$ cat src/rtl/kb_event_fifo.sv
// rtl/kb_event_fifo.sv - PS/2 set-2 scan-code folder and key-event FIFO for the Get_KB_in syscall
// Optional macro KB_BREAK_EVENTS_EN: queue key-release (break) events with brk = 1.
module kb_event_fifo #(
  parameter int DEPTH  = 8,
  parameter int ADDR_W = 3
) (
  input  logic              CLK,
  input  logic              Reset,
  input  logic [7:0]        ScanCode,
  input  logic              ScanValid,
  input  logic              Get_KB_in,
  output logic [31:0]       KbData,
  output logic              KbEmpty,
  output logic              KbFull,
  output logic              KbOverflow,
  output logic [ADDR_W:0]   KbCount
);

`ifdef KB_BREAK_EVENTS_EN
  localparam int EW = 10;
`else
  localparam int EW = 9;
`endif
  localparam logic [ADDR_W:0] FULL_CNT = (ADDR_W+1)'(DEPTH);

  typedef enum logic [1:0] {IDLE, EXT, BRK, EXTBRK} state_t;

  state_t            state, state_n;
  logic              push, push_ext;
`ifdef KB_BREAK_EVENTS_EN
  logic              push_brk;
`endif
  logic [EW-1:0]     push_entry;
  logic [EW-1:0]     mem [DEPTH];
  logic [ADDR_W-1:0] wr_ptr, rd_ptr;
  logic [ADDR_W:0]   count;
  logic              overflow;
  logic              is_prefix, is_error;
  logic              do_pop, do_push;

  assign is_error  = (ScanCode == 8'h00) || (ScanCode == 8'hFF);
  assign is_prefix = (ScanCode == 8'hE0) || (ScanCode == 8'hF0);

  always_ff @(posedge CLK or posedge Reset) begin
    if (Reset) state <= IDLE;
    else       state <= state_n;
  end

  always_comb begin
    state_n  = state;
    push     = 1'b0;
    push_ext = 1'b0;
`ifdef KB_BREAK_EVENTS_EN
    push_brk = 1'b0;
`endif
    if (ScanValid) begin
      if (is_error) begin
        state_n = IDLE;
      end else begin
        case (state)
          IDLE: begin
            if (ScanCode == 8'hE0)      state_n = EXT;
            else if (ScanCode == 8'hF0) state_n = BRK;
            else                        push = 1'b1;
          end
          EXT: begin
            if (ScanCode == 8'hF0)      state_n = EXTBRK;
            else if (ScanCode == 8'hE0) state_n = EXT;
            else begin
              push     = 1'b1;
              push_ext = 1'b1;
              state_n  = IDLE;
            end
          end
          BRK, EXTBRK: begin
            // Release code byte is always consumed; it is only queued when break events are enabled.
            state_n = IDLE;
`ifdef KB_BREAK_EVENTS_EN
            if (!is_prefix) begin
              push     = 1'b1;
              push_brk = 1'b1;
              push_ext = (state == EXTBRK);
            end
`endif
          end
          default: state_n = IDLE;
        endcase
      end
    end
  end

`ifdef KB_BREAK_EVENTS_EN
  assign push_entry = {push_brk, push_ext, ScanCode};
`else
  assign push_entry = {push_ext, ScanCode};
`endif

  assign do_pop  = Get_KB_in && (count != '0);
  assign do_push = push && ((count != FULL_CNT) || do_pop);

  always_ff @(posedge CLK or posedge Reset) begin
    if (Reset) begin
      wr_ptr   <= '0;
      rd_ptr   <= '0;
      count    <= '0;
      overflow <= 1'b0;
    end else begin
      if (do_push) wr_ptr <= wr_ptr + 1'b1;
      if (do_pop)  rd_ptr <= rd_ptr + 1'b1;
      if (do_push && !do_pop)      count <= count + 1'b1;
      else if (do_pop && !do_push) count <= count - 1'b1;
      if (push && !do_push) overflow <= 1'b1;
    end
  end

  // Storage needs no reset: KbData is masked whenever the FIFO is empty.
  always_ff @(posedge CLK) begin
    if (do_push && !Reset) mem[wr_ptr] <= push_entry;
  end

  assign KbCount    = count;
  assign KbEmpty    = (count == '0);
  assign KbFull     = (count == FULL_CNT);
  assign KbOverflow = overflow;
  assign KbData     = KbEmpty ? 32'd0 : {{(32-EW){1'b0}}, mem[rd_ptr]};

endmodule

$ cat config.mk
export PLATFORM = sky130hd
export DESIGN_NAME = kb_event_fifo
export DESIGN_NICKNAME = d
export VERILOG_FILES = /design/src/rtl/kb_event_fifo.sv
export SDC_FILE = /design/constraint.sdc
export NUM_CORES = 1
export LEC_CHECK = 0
export BUFFER_PORTS_ARGS = -buffer_cell sky130_fd_sc_hd__buf_2
export CAP_MARGIN = 30
export CELL_PAD_IN_SITES_DETAIL_PLACEMENT = 0
export CELL_PAD_IN_SITES_GLOBAL_PLACEMENT = 2
export CORE_AREA = 2 2 107 109
export CTS_CLUSTER_SIZE = 12
export DETAILED_ROUTE_END_ITERATION = 6
export DIE_AREA = 0 0 109 111
export PLACE_DENSITY_LB_ADDON = 0.1
export RECOVER_POWER = 25
export SETUP_SLACK_MARGIN = 0.1
export SLEW_MARGIN = 10
export SYNTH_ARGS = -nofsm -noshare
export SYNTH_HDL_FRONTEND = slang
export SYNTH_SLANG_ARGS = --single-unit
$ cat constraint.sdc
create_clock -name CLK -period 7 [get_ports CLK]
set_input_delay 0.7 -clock CLK [delete_from_list [all_inputs] [get_ports CLK]]
set_output_delay 0.7 -clock CLK [all_outputs]
set_load 0.02 [all_outputs]
### Word level (Yosys, flattened, before mapping)

Memories as Yosys holds them, arrays and structs flattened.
Index checks and enable logic that the tools add are counted.

* bits in writable memories: 72
* memories: 1
* register bits after elaboration: 13
* input port bits: 12

* add/subtract/negate cells: 4
* reductions and logical operators: 18
* equal/unequal tests: 9
* multiplexer cells: 21

Memory list
* mem: depth 8, width 9, rd ports 1, clocked after Yosys merged registers in 0, write ports 1, RTL line 34 `logic [EW-1:0] mem [DEPTH];`

Operator list (number)
* equality test 8 bit (second input constant): 3
* 2-to-1 mux 1 bit: 12
* 2-to-1 mux 9 bit: 1
* logical NOT 8 bit: 1
* 2-to-1 mux 2 bit: 4
* 2-to-1 mux 4 bit: 2
* != test 4 bit (second input constant): 2
* adder 3 x 1 -> 3 bit (second input constant): 2
* logical AND 1 bit: 6
* case mux 2 bit (3 select lines): 1
* adder 4 x 1 -> 4 bit (second input constant): 1
* equality test 2 bit (second input constant): 2
* equality test 4 bit (second input constant): 1
* logical NOT 4 bit: 1
* nonzero test 4 bit: 1
* subtractor 4 x 1 -> 4 bit (second input constant): 1
* logical NOT 1 bit: 3
* equality test 2 x 1 -> 1 bit (second input constant): 1
* logical NOT 2 bit: 1
* logical OR 1 bit: 2
* case mux 1 bit (2 select lines): 1
* AND reduction 2 bit: 1
* nonzero test 2 bit: 1
* OR reduction 2 bit: 1

### Longest topological paths before layout

* depth in word-level cells: 11
* depth in mapped cells: 11
* depth with buffers taken out: 10

### Least setup slack after synthesis

OpenSTA, ideal clock, no wires.

* kind: input to register
* start: input port ScanCode[1]
* end: register count[3], in the netlist KbCount[3]
* library setup time: 80 ps
* data arrival time: 2888 ps
* stages: 11
* data required time: 6920 ps
* setup slack: 4032 ps
* cells stage by stage: or4_4 -> o211ai_2 -> a21oi_2 -> buf_6 -> ha_1 -> inv_1 -> ha_1 -> a21o_1 -> a21oi_1 -> mux2i_1 -> xnor2_1

* longest elaborated chain between the ends: 10
* elaborated cells on any way between the ends: 18
* classes of those cells: 3 x eq/ne; 8 x mux; 7 x reduce/logical

Ends and longest elaborated chain
* start: declaration: RTL line 9 `input logic [7:0] ScanCode,`
* equality test 8 bit (on tied branches)
* 2-to-1 mux 1 bit (on tied branches): RTL line 68, 63
* 2-to-1 mux 1 bit (on tied branches): RTL line 67, 62
* case mux 1 bit (2 select lines): RTL line 60 `case (state)`
* 2-to-1 mux 1 bit (*): RTL line 57 `if (is_error) begin`
* 2-to-1 mux 1 bit (*): RTL line 56 `if (ScanValid) begin`
* logical AND 1 bit (*): RTL line 99 `assign do_push = push && ((count != FULL_CNT) || do_pop);`
* logical NOT 1 bit: RTL line 111 `else if (do_pop && !do_push) count <= count - 1'b1;`
* logical AND 1 bit: RTL line 111
* nonzero test 2 bit (no source line)
* end signal: assignment: RTL line 110 `if (do_push && !do_pop) count <= count + 1'b1;`
* end signal: assignment: RTL line 111
* end: declaration: RTL line 36 `logic [ADDR_W:0] count;`

Mark *: on every way between the ends. The rest lies on a longest branch, timed or not.
A chain may end at the register's enable or synchronous reset.

### Final worst setup path

Ends and elaborated chain as after synthesis.

==> flow_summary.ini <==
[run_status]
status = completed

[route]
drt_first_pass_iters = 5
via_count = 1865
dr.first_iter.drc_count = 51
routedWlPerCell_um = 18.2
drc = 0
drtAntennaViolNets = 0
routed_via_density = 4.69
drt_wl_total_um = 7230

[grt]
gr-usage-met1_pct = 19.0
antenna_found_initial = 0
busiest_layer = met1
grt_max_degree = 21
grt_pass1_vias = 1841
track_usage_pct = 13.1
grt_use_met2_pct = 18.7
grt_pass1_wl_um = 11000
use_met3_pct = 3.41
overflow = 0

[power_and_ir_drop]
p_leak_nw = 1.55
p_total_mw = 1.76
p_per_area_mw_per_mm2 = 416
ir_worst_vdd_mv = 0.199

[sta]
fin_hold_ws_ns = 0.440
fin_crit_ns = 3.03
finalHoldViolations = 0
rsz0062_at_grt = no
fin_skew_ns = 0.00569
max_slew_margin_pct = 49.5
fin_tns_setup_ns = 0
max_freq_ghz = 0.330
drv_slew = 0
setup_viol = 0
worst_pin_slew_ns = 0.758
min_period_over_period_pct = 43.3

[clocking]
cts_num_sinks = 85
clk_latency_ns = 0.33
clkTransAtPathRegs_ns = 0.06
cts_resized = 0
root_buffer = clkbuf_16
hold_buffers = 0
cts_tree = done
cts_buffers = 9
htree_levels = 3
cts_setup_buffers = 0
cts_buffer_depth = 2

[logic_synthesis]
yosys-top-cells-count = edfxtp_1, buf_4, mux4_2
synth_top_area_share_pct = 58.1
synth-seq-cells = 85
yosysWarningCount = 0
ys_async_sr_fraction_pct = 15.3
synthCells = 217
ys_seq_area_share_pct = 66.8
avgSynthCellArea_um2 = 17.1
synth_area_leader_cell = edfxtp_1
synth_ff_type = edfxtp_1
synth_edf_count = 72
netlist_area_mm2 = 0.00372
synth.most_common_cell = edfxtp_1
synth_area_leaders = edfxtp_1, mux4_2, dfrtp_1
synth_cell_types = 40

[floorplan]
pin_count = 51
row_count = 39
dieArea_mm2 = 0.0121
die_y_um = 111
core_mm2 = 0.0111
start_util_pct = 33.6
die_x_um = 109

[finish]
antenna_cells = 0
fillCellCount = 1024
syn_to_final_growth_pct = 13.9
fin_nets = 268
stdcell_area_mm2 = 0.00424
drive_gt1_share_pct = 23.9

[setup_path]
crit_slowest_cell = or4_4
start_kind = primary input
worstPathRequired_ns = 7.26
slowest_delay_ns = 0.61
critPathMaxFanout = 11
crit_family = compound AO/OA/AOI/OAI gates
arrival_ns = 3.29
worstPathCellList = clkbuf_1, or4_4, o211ai_2, a21oi_2, ha_1, inv_1, ha_1, a21o_1, a21oi_1, mux2i_1, xnor2_1
cp-end-kind = register
crit_buf_inv = 2
critPathKind = primary input to register
cpMostUsedCell = ha_1

[place]
placed_cell_area_mm2 = 0.00393
portBuffers = 27
gp_congestion = 0.699
place_hpwl_um = 4570

[flow_run]
cap_violations = 0

[min_path]
holdCritPathClass = primary input to asynchronous set/reset pin
## kinds of logic after synthesis
group,share of synthesized area [%]
compound gates,2.42
xor+xnor,1.65
fa+ha+maj,2.22
buf+inv,6.12
flops,66.8
mux,14.5
other cells,0.101
simple gates,6.15
## report_power, final
group	internal (mW)	switching, mW	total [mW]
combinational	0.268	0.319	0.588
sequential	0.632	0.0747	0.707
clock	0.278	0.189	0.467
## state kept, by name, indices dropped and copies added, names as in the netlist
| register | cells |
|---|---|
| mem | 72 |
| KbCount | 4 |
| rd_ptr | 3 |
| wr_ptr | 3 |
| state | 2 |
| KbOverflow | 1 |
## per-stage QoR
| stage | util (%) | worst slack, ns | std cells |
|---|---|---|---|
| 5_1_grt | 38.3 | 3.75 | 398 |
| 6_report | 38.3 | 3.97 | 398 |
| 3_5_place_dp | 35.4 | 3.68 | 381 |
| 2_1_floorplan | - | 4.03 | 239 |
| 4_1_cts | 38.1 | 4.03 | 397 |
| 3_3_place_gp | 35.4 | 3.76 | 381 |
## area by class of cell
| class | count | area, µm² | share of cell area, % |
|---|---|---|---|
| flip-flops and latches | 85 | 2490 | 58.7 |
| multi-input cells | 120 | 1090 | 25.8 |
| clock buffers | 11 | 233 | 5.49 |
| well taps | 143 | 179 | 4.22 |
| repair buffers | 30 | 169 | 3.99 |
| clock inverters | 5 | 60.1 | 1.42 |
| inverters | 4 | 15.0 | 0.354 |
## final timing paths
path                              from         end  slack, ns  depth (start not counted)
setup / recovery           ScanCode[1]  KbCount[3]       3.97                         11
hold / removal                   Reset  KbOverflow       0.44                          2
setup reg to reg            KbCount[0]  KbCount[3]       4.15                         10
hold reg to reg             KbOverflow  KbOverflow       0.47                          1
max in group asynchronous        Reset   rd_ptr[2]       6.19                          2
min in group CLK            KbOverflow  KbOverflow       0.47                          1
## worst reg2reg max path: cells and delay by family, from the launching register on
kind,cells,cell delay [ns]
fa+ha+maj,2,0.50
simple gates,2,0.82
buf+inv,1,0.14
mux,1,0.24
flops,1,0.47
xor+xnor,1,0.13
compound gates,3,0.49
## cell usage in the layout, fill, tap and decap left out, types with 4 or more instances in the layout
master | synthesis | routed
buf_2 | 1 | 20
clkbuf_1 | 3 | 9
clkbuf_16 | 0 | 9
conb_1 | 1 | 23
dfrtp_1 | 13 | 13
edfxtp_1 | 72 | 72
ha_1 | 5 | 5
inv_1 | 4 | 4
mux2i_1 | 10 | 10
mux4_2 | 18 | 18
nand2_1 | 4 | 4
nor2_1 | 14 | 14
o21ai_0 | 4 | 4
xnor2_1 | 5 | 5
## routing by layer
layer	up-vias	part of all wire, %
met3	11	3.6
li1	864	-
met2	49	45
met1	941	49
met5	-	0
met4	0	1.9
No activity file was read; power rests on OpenSTA's default activity.
